## src/rtl/calc_sched.sv

```systemverilog
// Command scheduler between the UART hex parser and the multiply/divide ALU.
// Queues commands, screens illegal ones, times out the ALU and holds results on valid/ready.
module calc_sched #(
    parameter int DEPTH       = 2,
    parameter int TIMEOUT_CYC = 64
) (
    input  logic        clk,
    input  logic        n_rst,
    input  logic        parser_done,
    input  logic [3:0]  dtype,
    input  logic [4:0]  operator,
    input  logic [15:0] src1,
    input  logic [15:0] src2,
    output logic        cmd_drop,
    output logic        alu_start,
    output logic [3:0]  alu_dtype,
    output logic [4:0]  alu_op,
    output logic [15:0] alu_src1,
    output logic [15:0] alu_src2,
    input  logic        alu_done,
    input  logic [31:0] alu_res,
    output logic        res_valid,
    input  logic        res_ready,
    output logic [31:0] res_data,
    output logic [1:0]  res_err,
    output logic        busy
);

    localparam int AW = (DEPTH > 1) ? $clog2(DEPTH) : 1;
    localparam int CW = $clog2(DEPTH + 1);
    localparam int TW = $clog2(TIMEOUT_CYC + 1);

    typedef enum logic [1:0] {
        S_IDLE,
        S_ISSUE,
        S_WAIT,
        S_OUT
    } state_t;

    localparam logic [1:0] ERR_OK      = 2'd0;
    localparam logic [1:0] ERR_DIVZERO = 2'd1;
    localparam logic [1:0] ERR_UNSUPP  = 2'd2;
    localparam logic [1:0] ERR_TIMEOUT = 2'd3;

    state_t          state_q, state_d;
    logic [TW-1:0]   timer_q, timer_d;
    logic [31:0]     res_data_q, res_data_d;
    logic [1:0]      res_err_q, res_err_d;
    logic            cmd_drop_q;

    logic [40:0]     mem_q [DEPTH];
    logic [AW-1:0]   wr_ptr_q, rd_ptr_q;
    logic [CW-1:0]   count_q;

    logic [3:0]  alu_dtype_q;
    logic [4:0]  alu_op_q;
    logic [15:0] alu_src1_q, alu_src2_q;

    logic        push, pop;
    logic [40:0] head;
    logic [3:0]  head_dtype;
    logic [4:0]  head_op;
    logic [15:0] head_src1, head_src2;
    logic        head_unsupported, head_divzero;

    // A full FIFO still accepts a push when the head leaves in the same cycle.
    assign pop  = (state_q == S_IDLE) && (count_q != '0);
    assign push = parser_done && ((count_q != CW'(DEPTH)) || pop);

    assign head = mem_q[rd_ptr_q];
    assign {head_dtype, head_op, head_src1, head_src2} = head;
    assign head_unsupported = !((head_dtype == 4'd1) || (head_dtype == 4'd2)) ||
                              !((head_op == 5'd3) || (head_op == 5'd4));
    assign head_divzero     = (head_op == 5'd4) && (head_src2 == 16'd0);

    always_ff @(posedge clk) begin
        if (push) begin
            mem_q[wr_ptr_q] <= {dtype, operator, src1, src2};
        end
    end

    always_ff @(posedge clk or negedge n_rst) begin
        if (!n_rst) begin
            wr_ptr_q   <= '0;
            rd_ptr_q   <= '0;
            count_q    <= '0;
            cmd_drop_q <= 1'b0;
        end else begin
            if (push) wr_ptr_q <= wr_ptr_q + AW'(1);
            if (pop)  rd_ptr_q <= rd_ptr_q + AW'(1);
            case ({push, pop})
                2'b10:   count_q <= count_q + CW'(1);
                2'b01:   count_q <= count_q - CW'(1);
                default: count_q <= count_q;
            endcase
            cmd_drop_q <= parser_done && !push;
        end
    end

    always_ff @(posedge clk or negedge n_rst) begin
        if (!n_rst) begin
            alu_dtype_q <= '0;
            alu_op_q    <= '0;
            alu_src1_q  <= '0;
            alu_src2_q  <= '0;
        end else if (pop) begin
            alu_dtype_q <= head_dtype;
            alu_op_q    <= head_op;
            alu_src1_q  <= head_src1;
            alu_src2_q  <= head_src2;
        end
    end

    // The ISSUE cycle counts as the first waited cycle, so a timeout lands
    // exactly TIMEOUT_CYC cycles after alu_start.
    always_comb begin
        state_d    = state_q;
        timer_d    = timer_q;
        res_data_d = res_data_q;
        res_err_d  = res_err_q;
        case (state_q)
            S_IDLE: begin
                if (pop) begin
                    if (head_unsupported) begin
                        res_data_d = '0;
                        res_err_d  = ERR_UNSUPP;
                        state_d    = S_OUT;
                    end else if (head_divzero) begin
                        res_data_d = '0;
                        res_err_d  = ERR_DIVZERO;
                        state_d    = S_OUT;
                    end else begin
                        state_d = S_ISSUE;
                    end
                end
            end
            S_ISSUE: begin
                timer_d = TW'(1);
                state_d = S_WAIT;
            end
            S_WAIT: begin
                timer_d = timer_q + TW'(1);
                if (alu_done) begin
                    res_data_d = alu_res;
                    res_err_d  = ERR_OK;
                    state_d    = S_OUT;
                end else if (timer_q == TW'(TIMEOUT_CYC - 1)) begin
                    res_data_d = '0;
                    res_err_d  = ERR_TIMEOUT;
                    state_d    = S_OUT;
                end
            end
            S_OUT: begin
                if (res_ready) begin
                    state_d = S_IDLE;
                end
            end
            default: state_d = S_IDLE;
        endcase
    end

    always_ff @(posedge clk or negedge n_rst) begin
        if (!n_rst) begin
            state_q    <= S_IDLE;
            timer_q    <= '0;
            res_data_q <= '0;
            res_err_q  <= '0;
        end else begin
            state_q    <= state_d;
            timer_q    <= timer_d;
            res_data_q <= res_data_d;
            res_err_q  <= res_err_d;
        end
    end

    assign cmd_drop  = cmd_drop_q;
    assign alu_start = (state_q == S_ISSUE);
    assign alu_dtype = alu_dtype_q;
    assign alu_op    = alu_op_q;
    assign alu_src1  = alu_src1_q;
    assign alu_src2  = alu_src2_q;
    assign res_valid = (state_q == S_OUT);
    assign res_data  = res_data_q;
    assign res_err   = res_err_q;
    assign busy      = (count_q != '0) || (state_q != S_IDLE);

endmodule

```

## config.mk

```make
export PLATFORM = sky130hd
export DESIGN_NAME = calc_sched
export DESIGN_NICKNAME = d
export VERILOG_FILES = /design/src/rtl/calc_sched.sv
export SDC_FILE = /design/constraint.sdc
export NUM_CORES = 1
export LEC_CHECK = 0
export CAP_MARGIN = 20
export CORE_MARGIN = 2
export CORE_UTILIZATION = 54
export CTS_CLUSTER_DIAMETER = 120
export DETAILED_ROUTE_END_ITERATION = 10
export PLACE_DENSITY = 0.87
export SLEW_MARGIN = 15
export SYNTH_ARGS = -nofsm -noshare
export SYNTH_HDL_FRONTEND = slang
export SYNTH_SLANG_ARGS = --single-unit
```

## constraint.sdc

```tcl
create_clock -name clk -period 7.8 [get_ports clk]
set_input_delay 0.78 -clock clk [delete_from_list [all_inputs] [get_ports clk]]
set_output_delay 0.78 -clock clk [all_outputs]
set_load 0.05 [all_outputs]
```

==> results.tsv, run 1 <==
stage	metric	value	unit
logic_synthesis	Mapped Cells	489	
sta	Final Critical Period	3.448	ns
logic_synthesis	Synth Cell Area	6842	µm²
global_routing	GR Util met2	0.3717	
routing	Residual DRC	0	
clock_tree	CTS tree	built	
layout	Fill cells	838	
routing	vias per cell	5.372	
die	core box area	12520	µm²
die	DIE HEIGHT	116.6	µm
routing	Total Wirelength	14.66	mm
layout	end-of-flow core utilization	0.7348	
clock_tree	root buffer cell	clkbuf_16	
routing	vias post-DR	4443	
global_routing	GRT busiest layer	met2	
layout	Area Overhead vs Synth	34.44	%
sta	setup TNS	0	ns
global_routing	initial antenna violation count	0	
clock_tree	clock buffer depth	2	
global_routing	Global Route Usage Sum	0.2234	
status	outcome	finished clean	
clock_tree	Setup Fix Bufs, Post-CTS	0	
global_routing	GR met3 Demand/Resource	0.07473	
sta	Tcrit/Tclk final	0.4420	
layout	share of cells above drive strength 1	0.1221	
clock_tree	Worst-Skew Late Latency	0.42	ns
logic_synthesis	Synth warnings	0	
pwr	P per Cell Area	467.4	nW/µm²
die	die area	13590	µm²
global_routing	first-pass GRT wire length	22.97	mm
sta	worst slew pin tran	0.9534	ns
place	HPWL after DPL	9.919	mm
logic_synthesis	Avg Cell Area, Syn	13.99	µm²
worst_setup_path	Worst EP required	8.10	ns
routing	Routed WL per cell	17.72	µm
layout	Antenna diodes	0	
pwr	VDD IR-drop max	0.2825	mV
worst_setup_path	CP endpoint kind	flop	
worst_setup_path	kind of critical path	reg2reg	
logic_synthesis	synth top area cells	edfxtp_1 (36%), dfrtp_1 (33%), mux2i_1 (5.9%)	
sta	Final Hold Violating Endpoints	0	
die	num rows	41	
logic_synthesis	Mapped Nets	574	
clock_tree	clk slew on worst S/H paths	0.07	ns
clock_tree	post-CTS sizing	0	
place	placed insts	794	
sta	RSZ-0062 raised after global routing	false	
die	die width	116.6	µm
die	Ports	157	
logic_synthesis	Yosys reg bits	171	
clock_tree	H-tree depth	4	
worst_setup_path	critical path launch point	rd_ptr_q	
place	Port Buffers	156	
logic_synthesis	Main synth FF type	dfrtp_1	
worst_setup_path	worst r2r src	rd_ptr_q	
pwr	P_leak	3.831	nW
layout	Non-Filler Instances	827	
global_routing	vias in the first global route	4539	
global_routing	pin count of the biggest net entering global routing	83	
routing	1st-iter DRT viols	301	
routing	Final ANT Viol Nets	0	
logic_synthesis	distinct cell type count after synthesis	44	
clock_tree	total CTS buffers	17	
sta	f_max	0.2900	GHz
global_routing	met1 usage	0.2824	
sta	WHS	0.2858	ns
place	GPL Wtd Cong	0.8152	
clock_tree	Hold Buf Count CTS	0	
logic_synthesis	post-synthesis sequential area ratio	0.6854	
pwr	Final Power	4.299	mW
worst_setup_path	Crit Path Max Fanout	43	
sta	Slew headroom	0.3590	
worst_setup_path	crit path DAT	3.74	ns
flow_run	max cap viols	0	
layout	Nets	727	
logic_synthesis	Synth top area share	0.3599	
global_routing	gr ovfl total	0	
logic_synthesis	Synth area leader	edfxtp_1	
clock_tree	Clock Sinks	171	
logic_synthesis	FFs w/ async S/R, synth	0.5205	
min_path	Worst Hold Class	in2async	
sta	fin. max-slew vios	0	
worst_setup_path	CP startpoint kind	flop	
sta	final setup fails	0	
die	Initial Util	0.5466	
sta	skew final	0.01033	ns
logic_synthesis	Post-synth EDFFs	82	
routing	Pre-antenna DRT Iters	4	
## final timing paths
path / slack, ns / depth (start not counted) / end
setup reg to reg: 4.35 / 7 / res_data[17]
hold / removal: 0.29 / 1 / alu_src2[8]
setup / recovery: 4.35 / 7 / res_data[17]
hold reg to reg: 0.48 / 2 / alu_src1[9]
min in group clk: 0.48 / 2 / alu_src1[9]
max in group asynchronous: 6.35 / 2 / rd_ptr_q
## layout make-up
class,count,area (µm²),area share
Sequential cell,171,4691,0.5100
Multi-Input combinational cell,282,2021,0.2197
Tap cell,172,215.2,0.02340
Timing Repair Buffer,162,1657,0.1801
Clock inverter,13,141.4,0.01537
Clock buffer,19,442.9,0.04816
Inverter,8,30.03,0.003265
## flip-flops by register name, indices dropped and copies added, names as in the netlist
signal     count
state_q        2
alu_src2      16
wr_ptr_q       1
alu_op         5
alu_dtype      4
mem_q         82
res_data      32
rd_ptr_q       1
res_err        2
alu_src1      16
cmd_drop       1
count_q        2
timer_q        7
## metrics by stage
stage | worst slack (ns) | instance area [µm²]
2_1_floorplan | 4.576 | 6842
3_3_place_gp | 3.993 | 8536
3_5_place_dp | 3.806 | 8583
4_1_cts | 4.193 | 9168
5_1_grt | 4.207 | 9198
6_report | 4.352 | 9198
## Yosys cell counts, types with 2 or more instances
cell type  number
a21oi_1         2
a22o_1          2
and3_1         32
buf_1           3
buf_2           2
buf_6           3
clkbuf_1       20
dfrtp_1        89
edfxtp_1       82
ha_1            7
inv_1           8
mux2_2         34
mux2i_1        40
nand2_1        55
nand2b_1        2
nand3_1         5
nand4_1         3
nor2_1         11
nor4_1          8
nor4b_1         3
o211ai_1        2
o21ai_0        46
o31ai_1         3
xnor2_1         7
## metal layers
layer,vias to the layer above,wire length [µm]
met1,2178,6082
met3,13,1220
met2,159,7189
met4,0,164
met5,-,0
li1,2093,-
## layout by cell type (no fill, tap or decap), drive strengths merged, types with 2 or more instances in the layout
cell	count
clkbuf	19
clkdlybuf4s50	155
bufinv	2
o211ai	2
dfrtp	89
inv	11
a22o	2
clkinvlp	2
mux2i	40
mux2	35
nand2b	2
and3	32
o31ai	3
clkinv	6
nand3	5
buf	7
a21oi	2
nor2	11
ha	7
nor4	8
o21ai	47
nand2	55
xnor2	7
nand4	3
nor4b	3
edfxtp	82
## kinds of logic after synthesis
logic type,synth area share
flip-flops,0.6854
AND/OR/NAND/NOR,0.09272
multiplexers,0.1161
AO/OA/AOI/OAI,0.05926
buffers and inverters,0.02341
XOR/XNOR,0.01024
adder cells (fa/ha/maj),0.01280
## power breakdown
| group | leakage (nW) | internal (mW) | switching [mW] | total [mW] |
|---|---|---|---|---|
| Combinational | 1.64 | 0.727 | 1.28 | 2.01 |
| Sequential | 1.90 | 1.29 | 0.176 | 1.46 |
| Clock | 0.285 | 0.483 | 0.343 | 0.825 |
## worst max-delay path, cell delays in order, from the launching register on
cell and delay [ns]:
dfrtp_2 0.55, buf_4 0.59, nor4bb_1 0.48, nand4_1 0.18, a22o_1 0.32, a41oi_4 0.58, buf_16 0.23, mux2_2 0.35
No activity file was read; power rests on OpenSTA's default activity.
==> run 2: changes to the inputs <==
--- a/config.mk
+++ b/config.mk
@@ -7,10 +7,10 @@
 export LEC_CHECK = 0
 export CAP_MARGIN = 20
 export CORE_MARGIN = 2
-export CORE_UTILIZATION = 54
+export CORE_UTILIZATION = 45
 export CTS_CLUSTER_DIAMETER = 120
 export DETAILED_ROUTE_END_ITERATION = 10
-export PLACE_DENSITY = 0.87
+export PLACE_DENSITY = 0.78
 export SLEW_MARGIN = 15
 export SYNTH_ARGS = -nofsm -noshare
 export SYNTH_HDL_FRONTEND = slang
==> constraint.sdc (replaced) <==
create_clock -name clk -period 3.16 [get_ports clk]
set_input_delay 0.316 -clock clk [delete_from_list [all_inputs] [get_ports clk]]
set_output_delay 0.316 -clock clk [all_outputs]
set_load 0.05 [all_outputs]
==> results.tsv, run 2 (same netlist as run 1, synthesis figures left out) <==
stage	metric	value	unit
status	outcome	finished clean	
worst_setup_path	crit path DAT	2.99	ns
sta	setup TNS	0	ns
global_routing	Global Route Usage Sum	0.1967	
layout	share of cells above drive strength 1	0.1269	
layout	most flop-heavy register	mem_q	
clock_tree	root buffer cell	clkbuf_16	
die	core box area	15030	µm²
die	Ports	157	
routing	Pre-antenna DRT Iters	4	
global_routing	initial antenna violation count	0	
worst_setup_path	worst r2r src	timer_q[0]	
place	Placement Setup Slack	0.5659	ns
die	Initial Util	0.4551	
sta	final setup fails	0	
layout	fin area	9230	µm²
sta	skew final	0.009684	ns
place	GPL Wtd Cong	0.7678	
routing	Residual DRC	0	
layout	Antenna diodes	0	
sta	Final Critical Period	2.687	ns
sta	worst slew pin tran	0.8827	ns
global_routing	first-pass GRT wire length	24.52	mm
layout	most common cell after layout, fill and taps aside	clkdlybuf4s50_1	
sta	RSZ-0062 raised after global routing	false	
worst_setup_path	CP startpoint kind	flop	
worst_setup_path	delay-heaviest family, CP	compound AO/OA/AOI/OAI gates	
sta	fin. max-slew vios	0	
flow_run	max cap viols	0	
worst_setup_path	R2R cell count	7	
global_routing	vias in the first global route	4675	
layout	Nets	734	
routing	Routed WL per cell	18.15	µm
worst_setup_path	Worst EP required	3.46	ns
worst_setup_path	Crit Path Max Fanout	34	
global_routing	gr ovfl total	0	
clock_tree	clk slew on worst S/H paths	0.06	ns
routing	Total Wirelength	15.43	mm
sta	Final WS setup	0.4734	ns
clock_tree	H-tree depth	4	
clock_tree	clock buffer depth	2	
layout	max reg flops	82	
sta	Slew headroom	0.4093	
worst_setup_path	WP depth	7	
global_routing	pin count of the biggest net entering global routing	46	
clock_tree	Clock Sinks	171	
pwr	Final Power	10.64	mW
min_path	Worst Hold Class	in2async	
place	Port Buffers	156	
worst_setup_path	critical-path cell list	ha_1 -> nand3_1 -> o311ai_0 -> o211ai_1 -> a41oi_4 -> buf_4 -> mux2_2	
layout	end-of-flow core utilization	0.6140	
routing	vias per cell	5.294	
routing	vias post-DR	4500	
sta	Final Hold Violating Endpoints	0	
worst_setup_path	slowest stage delay, CP	0.50	ns
clock_tree	Worst-Skew Late Latency	0.43	ns
worst_setup_path	Crit-path slowest cell	o311ai_0	
routing	1st-iter DRT viols	254	
layout	Area Overhead vs Synth	34.91	%
layout	most frequent cells in the layout	clkdlybuf4s50_1 (155), dfrtp_1 (88), edfxtp_1 (82)	
die	num rows	45	
pwr	P_leak	3.847	nW
sta	Tcrit/Tclk final	0.8502	
die	DIE HEIGHT	127.3	µm
place	HPWL after DPL	10.45	mm
pwr	P per Cell Area	1153	nW/µm²
worst_setup_path	kind of critical path	reg2reg	
die	die width	127.3	µm
worst_setup_path	critical path launch point	timer_q[0]	
clock_tree	total CTS buffers	17	
sta	f_max	0.3722	GHz
pwr	VDD IR-drop max	0.8268	mV
worst_setup_path	WP buf/inv	1	
place	Post-DP Area	8623	µm²
die	die area	16210	µm²
routing	Final ANT Viol Nets	0	
clock_tree	CTS tree	built	
worst_setup_path	CP endpoint kind	flop	
run 2: path summary, 6_finish.rpt:
| check | endpoint | slack (ns) |
|---|---|---|
| min reg2reg | alu_src2[4] | 0.48 |
| min in group clk | mem_q[1][6] | 0.47 |
| max | res_data[6] | 0.47 |
| max in group asynchronous | res_data[4] | 1.88 |
| max reg2reg | res_data[6] | 0.47 |
| min | res_data[2] | 0.46 |
run 2: cell type report:
type / count / area [µm²]
Fill cell: 1114 / 5803
Sequential cell: 171 / 4691
Multi-Input combinational cell: 282 / 2018
Timing Repair Buffer: 169 / 1659
Clock buffer: 21 / 460.4
Tap cell: 188 / 235.2
Clock inverter: 11 / 136.4
Inverter: 8 / 30.03
run 2: timing repair:
item / 4_1_cts / 5_1_grt
hold buffers: 1 / 0
hold endpoints to repair: 43 / 0
setup buffers: 0 / 0
resized for setup: 0 / 0
run 2: report_power, final:
group / switching [mW] / leakage (nW) / total, mW / internal, mW
clock: 0.868 / 0.284 / 2.09 / 1.22
sequential: 0.472 / 1.90 / 3.65 / 3.18
combinational: 3.16 / 1.66 / 4.90 / 1.74
run 2: per-stage QoR:
step,hold slack [ns],cells
floorplan,0.02041,489
global placement,0.3610,817
detailed placement,0.3710,817
CTS,0.4584,850
global route,0.4566,850
finish,0.4605,850
run 2: worst register-to-register path, stage by stage, from the launching register on:
cell,delay [ns]
dfrtp_1,0.39
ha_1,0.21
nand3_1,0.19
o311ai_0,0.50
o211ai_1,0.24
a41oi_4,0.22
buf_4,0.42
mux2_2,0.41
run 2: routing by layer:
metal / vias up / GRT usage / share of wire
met4: 0 / 0.05430 / 0.011
met5: - / 0 / 0
met3: 14 / 0.07496 / 0.081
met2: 167 / 0.3265 / 0.48
met1: 2217 / 0.2427 / 0.42
li1: 2102 / - / -
==> run 3: changes to the inputs <==
--- a/config.mk
+++ b/config.mk
@@ -6,6 +6,7 @@
 export NUM_CORES = 1
 export LEC_CHECK = 0
 export CAP_MARGIN = 20
+export CORE_ASPECT_RATIO = 0.5
 export CORE_MARGIN = 2
 export CORE_UTILIZATION = 45
 export CTS_CLUSTER_DIAMETER = 120
==> results.tsv, run 3 (same netlist as run 1, synthesis figures left out) <==
stage	metric	value	unit
status	outcome	finished clean	
place	Port Buffers	156	
global_routing	first-pass GRT wire length	23.53	mm
global_routing	pin count of the biggest net entering global routing	53	
die	die width	178.4	µm
place	Post-DP Area	8661	µm²
worst_setup_path	WP buf/inv	1	
global_routing	initial antenna violation count	0	
sta	f_max	0.3709	GHz
clock_tree	Clock Sinks	171	
layout	Nets	734	
routing	vias per cell	5.135	
sta	Final WS setup	0.4638	ns
min_path	Worst Hold Class	in2async	
routing	Residual DRC	0	
place	GPL Wtd Cong	0.7388	
clock_tree	root buffer cell	clkbuf_16	
worst_setup_path	slowest stage delay, CP	0.55	ns
worst_setup_path	critical-path cell list	ha_1 -> nand3_1 -> o311ai_0 -> o211ai_1 -> a41oi_4 -> buf_4 -> mux2_2	
flow_run	max cap viols	0	
die	Initial Util	0.4666	
layout	Fill cells	1103	
die	die area	16270	µm²
layout	fin area	9265	µm²
layout	Non-Filler Instances	860	
clock_tree	clk slew on worst S/H paths	0.07	ns
layout	Area Overhead vs Synth	35.42	%
sta	RSZ-0062 raised after global routing	false	
die	Ports	157	
sta	WHS	0.4675	ns
sta	setup TNS	0	ns
sta	Tcrit/Tclk final	0.8532	
layout	most flop-heavy register	mem_q	
clock_tree	total CTS buffers	17	
clock_tree	H-tree depth	4	
place	Placement Setup Slack	0.5532	ns
sta	Final Critical Period	2.696	ns
sta	fin. max-slew vios	0	
worst_setup_path	delay-heaviest family, CP	compound AO/OA/AOI/OAI gates	
worst_setup_path	crit path DAT	2.99	ns
sta	Slew headroom	0.4649	
global_routing	vias in the first global route	4512	
global_routing	Global Route Usage Sum	0.1847	
pwr	VDD IR-drop max	0.4494	mV
worst_setup_path	Crit Path Max Fanout	34	
pwr	P per Cell Area	1140	nW/µm²
clock_tree	CTS tree	built	
layout	most frequent cells in the layout	clkdlybuf4s50_1 (155), dfrtp_1 (88), edfxtp_1 (82)	
die	core box area	14660	µm²
clock_tree	clock buffer depth	2	
sta	skew final	0.01207	ns
layout	share of cells above drive strength 1	0.1299	
routing	1st-iter DRT viols	260	
sta	Final Hold Violating Endpoints	0	
sta	worst slew pin tran	0.7996	ns
routing	vias post-DR	4416	
place	HPWL after DPL	9.923	mm
routing	Total Wirelength	14.40	mm
worst_setup_path	kind of critical path	reg2reg	
worst_setup_path	Worst EP required	3.46	ns
layout	max reg flops	82	
clock_tree	Worst-Skew Late Latency	0.42	ns
routing	Routed WL per cell	16.74	µm
layout	most common cell after layout, fill and taps aside	clkdlybuf4s50_1	
place	placed insts	827	
sta	final setup fails	0	
routing	Final ANT Viol Nets	0	
worst_setup_path	Crit-path slowest cell	o311ai_0	
global_routing	gr ovfl total	0	
die	num rows	31	
pwr	P_leak	3.854	nW
die	DIE HEIGHT	91.19	µm
worst_setup_path	CP endpoint kind	flop	
layout	Antenna diodes	0	
worst_setup_path	CP startpoint kind	flop	
routing	Pre-antenna DRT Iters	4	
## run 3: changes by cell type in the layout (fill, tap and decap cells not counted), sizes merged
cell      previous run  this run
bufinv               2         0
clkbuf              21        17
clkinv               2         5
clkinvlp             3         2
inv                 12        16
## run 3: worst register-to-register path, stage by stage, from the launching register on
cell,delay (ns)
dfrtp_1,0.39
ha_1,0.21
nand3_1,0.19
o311ai_0,0.55
o211ai_1,0.22
a41oi_4,0.21
buf_4,0.42
mux2_2,0.41
## run 3: stage by stage
step	util	power [mW]
2_1_floorplan	-	6.987
3_3_place_gp	0.5907	8.466
3_5_place_dp	0.5907	8.591
4_1_cts	0.6319	10.66
5_1_grt	0.6319	11.12
6_report	0.6319	10.56
## run 3: layout make-up
| cell class | count | area, µm² | share of cell area |
|---|---|---|---|
| sequential | 171 | 4691 | 0.5063 |
| multi-input combinational | 282 | 2018 | 0.2178 |
| timing repair buffer | 169 | 1684 | 0.1818 |
| clock buffer | 17 | 425.4 | 0.04591 |
| tap | 198 | 247.7 | 0.02674 |
| clock inverter | 15 | 168.9 | 0.01823 |
| inverter | 8 | 30.03 | 0.003241 |
## run 3: worst paths after layout
kind                              start            to  slack (ns)  cells after the start
setup / recovery             timer_q[0]   res_data[5]        0.46                      7
hold / removal                    n_rst   alu_src2[0]        0.47                      2
setup reg to reg             timer_q[0]   res_data[5]        0.46                      7
hold reg to reg            alu_src1[15]  alu_src1[15]        0.48                      2
max in group asynchronous         n_rst   res_data[5]        1.88                      3
min in group clk               dtype[1]  mem_q[1][38]        0.48                      1
## run 3: power breakdown
part	internal, mW	leakage, nW	switching (mW)	total, mW
combinational	1.77	1.67	3.16	4.92
sequential	3.17	1.90	0.432	3.60
clock	1.07	0.284	0.970	2.04
## run 3: timing repair
item                                   4_1_cts  5_1_grt
endpoints found under the hold margin       50        0
resized for setup                            0        0
buffers inserted                             0        0
hold buffers                                 1        0
## run 3: per-layer routing
metal	part of all wire	GRT usage	wire [µm]	vias to the layer above
li1	-	-	-	2107
met1	0.45	0.2428	6423	2183
met2	0.50	0.3127	7188	113
met3	0.046	0.04523	659	13
met4	0.0086	0.03862	124	0
met5	0	0	0	-
==> edit: new RTL, flow settings as in run 3 <==
Re-encode `state_t` (4 states) as one-hot, 4 bits wide.
--- a/src/rtl/calc_sched.sv
+++ b/src/rtl/calc_sched.sv
@@ -32,7 +32,7 @@
 
-    typedef enum logic [1:0] {
-        S_IDLE,
-        S_ISSUE,
-        S_WAIT,
-        S_OUT
+    typedef enum logic [3:0] {
+        S_IDLE  = 4'b0001,
+        S_ISSUE = 4'b0010,
+        S_WAIT  = 4'b0100,
+        S_OUT   = 4'b1000
     } state_t;
Check against the original RTL: no difference found for any inputs over 4 cycles, from zero or initial values and one cycle with n_rst low; so few cycles prove little.
==> edit against run 3 <==
Register-to-register slack improved by 0.31 ns; via count up 1.1%; critical path depth decreased by 4; cell area fell by 2.1%; worst hold slack got worse by 0.43 ns; sequential cell count is 2 higher; global-route usage about the same; wire length fell by 1.3%; die area decreased by 2.3%; power fell by 20%; synthesized cell count grew 4.9%; clock skew is 0.0047 ns higher; synthesized area decreased by 2.4%; setup slack lost 0.036 ns; critical path type is now reg2out; critical endpoint is now alu_start; largest cell class unchanged; largest power group is now registers; highest routed layer unchanged.
==> edit: results (changes against run 3) <==
vias in the first global route=4510 (was 4512); met3 wire length=682 µm (was 659 µm); Clk Latency, worst-skew pair=roughly 0.43 ns; HPWL after detailed placement=9.58 mm (was 9.92 mm); CTS clk-pin slew, worst paths=0.08 ns; router iterations before antenna repair=6 (was 4); R2R depth=4 (was 7); setup slack, reg-to-reg=0.77 ns (was 0.46 ns); layout cells sized above 1=8.16% (was 13.0%); worst r2r dst=mem_q[0][37] (was res_data[5]); Reg with most FFs=mem_q (unchanged); Final Max Tran Viols=0 (unchanged); Buffers on Ports=156 (unchanged); ANT cells=0 (unchanged); leading post-synthesis cells by cell area=edfxtp_1, dfrtp_1, nand2_1 (was edfxtp_1, dfrtp_1, mux2i_1); Post-synth ARST share=52.6% (was 52.0%); largest net degree at the start of global routing=75 (was 53); slowest stage cell, crit path=clkdlybuf4s50_1 (was o311ai_0); worst slew pin tran=0.989 ns (was 0.800 ns); Hold Crit Class=in2async (unchanged); GPL Wtd Cong=0.752 (was 0.739); Total GRT Usage=18.5% (about the same); H-tree Lvls=4 (unchanged); pre-CTS WS=0.754 ns (was 0.553 ns); CTS Root Cell=clkbuf_16 (unchanged); Unique masters post-synth=45 (was 44); DR vias=4466 (was 4416); WP data arrival=2.42 ns (was 2.99 ns); final net count=753 (was 734); CP top delay family=buffers and inverters (was compound AO/OA/AOI/OAI gates); per-cell routed wire length=16.1 µm (was 16.7 µm); CP max stage delay=0.80 ns (was 0.55 ns); Inserted Clock Buffers=17 (unchanged); crit-path max FO=5 (was 34); EDFF count, synth=82 (unchanged); outcome=finished, final reports clean (unchanged); max reg flops=82 (unchanged); met1 wire length=6.11 mm (was 6.42 mm); Clock Skew=0.0167 ns (was 0.0121 ns); DR WL met2=7.24 mm (was 7.19 mm); Synth warnings=0 (unchanged); violation count after the first detailed-route iteration=288 (was 260); setup bufs post-CTS=0 (unchanged); Primary FF master, synth=dfrtp_1 (unchanged); post_cts resized=0 (unchanged); register area share after synthesis=71.0% (was 68.5%); Worst IR Drop VDD=0.000563 V (was 0.000449 V); CTS max path bufs=2 (unchanged); Post-Syn Nets=593 (was 574); P_sw=0.00338 W (was 0.00456 W); leak pwr=3.59 nW (was 3.85 nW); Post-synth top cells=nand2_1, dfrtp_1, edfxtp_1 (was dfrtp_1, edfxtp_1, nand2_1); final hold slack=0.0364 ns (was 0.467 ns); first-pass GRT wire length=22.7 mm (was 23.5 mm); uppermost layer routed=met4 (unchanged); RR Startpoint=state_q[0] (was timer_q[0])
## edit: per-stage QoR
step | TNS, ns | instance area, µm² | utilization [%] | std cells
finish | 0 | 9070 | 62.7 | 884
global route | 0 | 9070 | 62.7 | 884
CTS | 0 | 9070 | 62.7 | 884
detailed placement | 0 | 8470 | 58.6 | 852
global placement | 0 | 8470 | 58.6 | 852
floorplan | -11.92 | 6680 | - | 513
## edit: final cells by class
cell class                 instances  area (µm²)
sequential                       173        4740
inverter                           4        15.0
tap                              198         248
fill                            1072        5400
multi-input combinational        311        1840
clock inverter                    15         168
timing repair buffer             166        1630
clock buffer                      17         425
## edit: worst register-to-register path: stages, from the launching register on
cell and delay [ns]:
dfstp_2 0.58, nor4b_4 0.37, o21ai_0 0.40, nor2_4 0.17
buf_4 0.48
## edit: cell families after synthesis
group | count (synthesis) | share of synthesized area, %
flip-flops | 173 | 71.0
buffers and inverters | 29 | 1.87
XOR/XNOR | 7 | 0.918
adder cells (fa/ha/maj) | 2 | 0.375
AO/OA/AOI/OAI | 102 | 8.47
AND/OR/NAND/NOR | 158 | 11.1
multiplexers | 42 | 6.29
## edit: how the worst max path moves through the flow
stage | startpoint | endpoint | slack (ns)
after floorplan | state_q[0] | mem_q[0][0] | -0.15
after global placement | state_q[0] | mem_q[0][10] | 0.80
after detailed placement | state_q[0] | mem_q[0][11] | 0.75
after CTS | state_q[3] | alu_start | 0.40
after global routing | state_q[3] | alu_start | 0.34
final | state_q[3] | alu_start | 0.43
## edit: power by group through the flow
stage          Sequential [W]  Clock (W)  Combinational, W
2_1_floorplan         0.00423          0           0.00119
3_3_place_gp          0.00338          0           0.00304
3_5_place_dp          0.00341          0           0.00310
4_1_cts               0.00336    0.00209           0.00312
5_1_grt               0.00343    0.00219           0.00331
6_report              0.00336    0.00205           0.00308
## edit: layer usage
layer,track usage (%),vias up
met4,5.85,0
li1,-,2158
met2,32.5,109
met5,0,-
met3,3.68,17
met1,23.1,2182
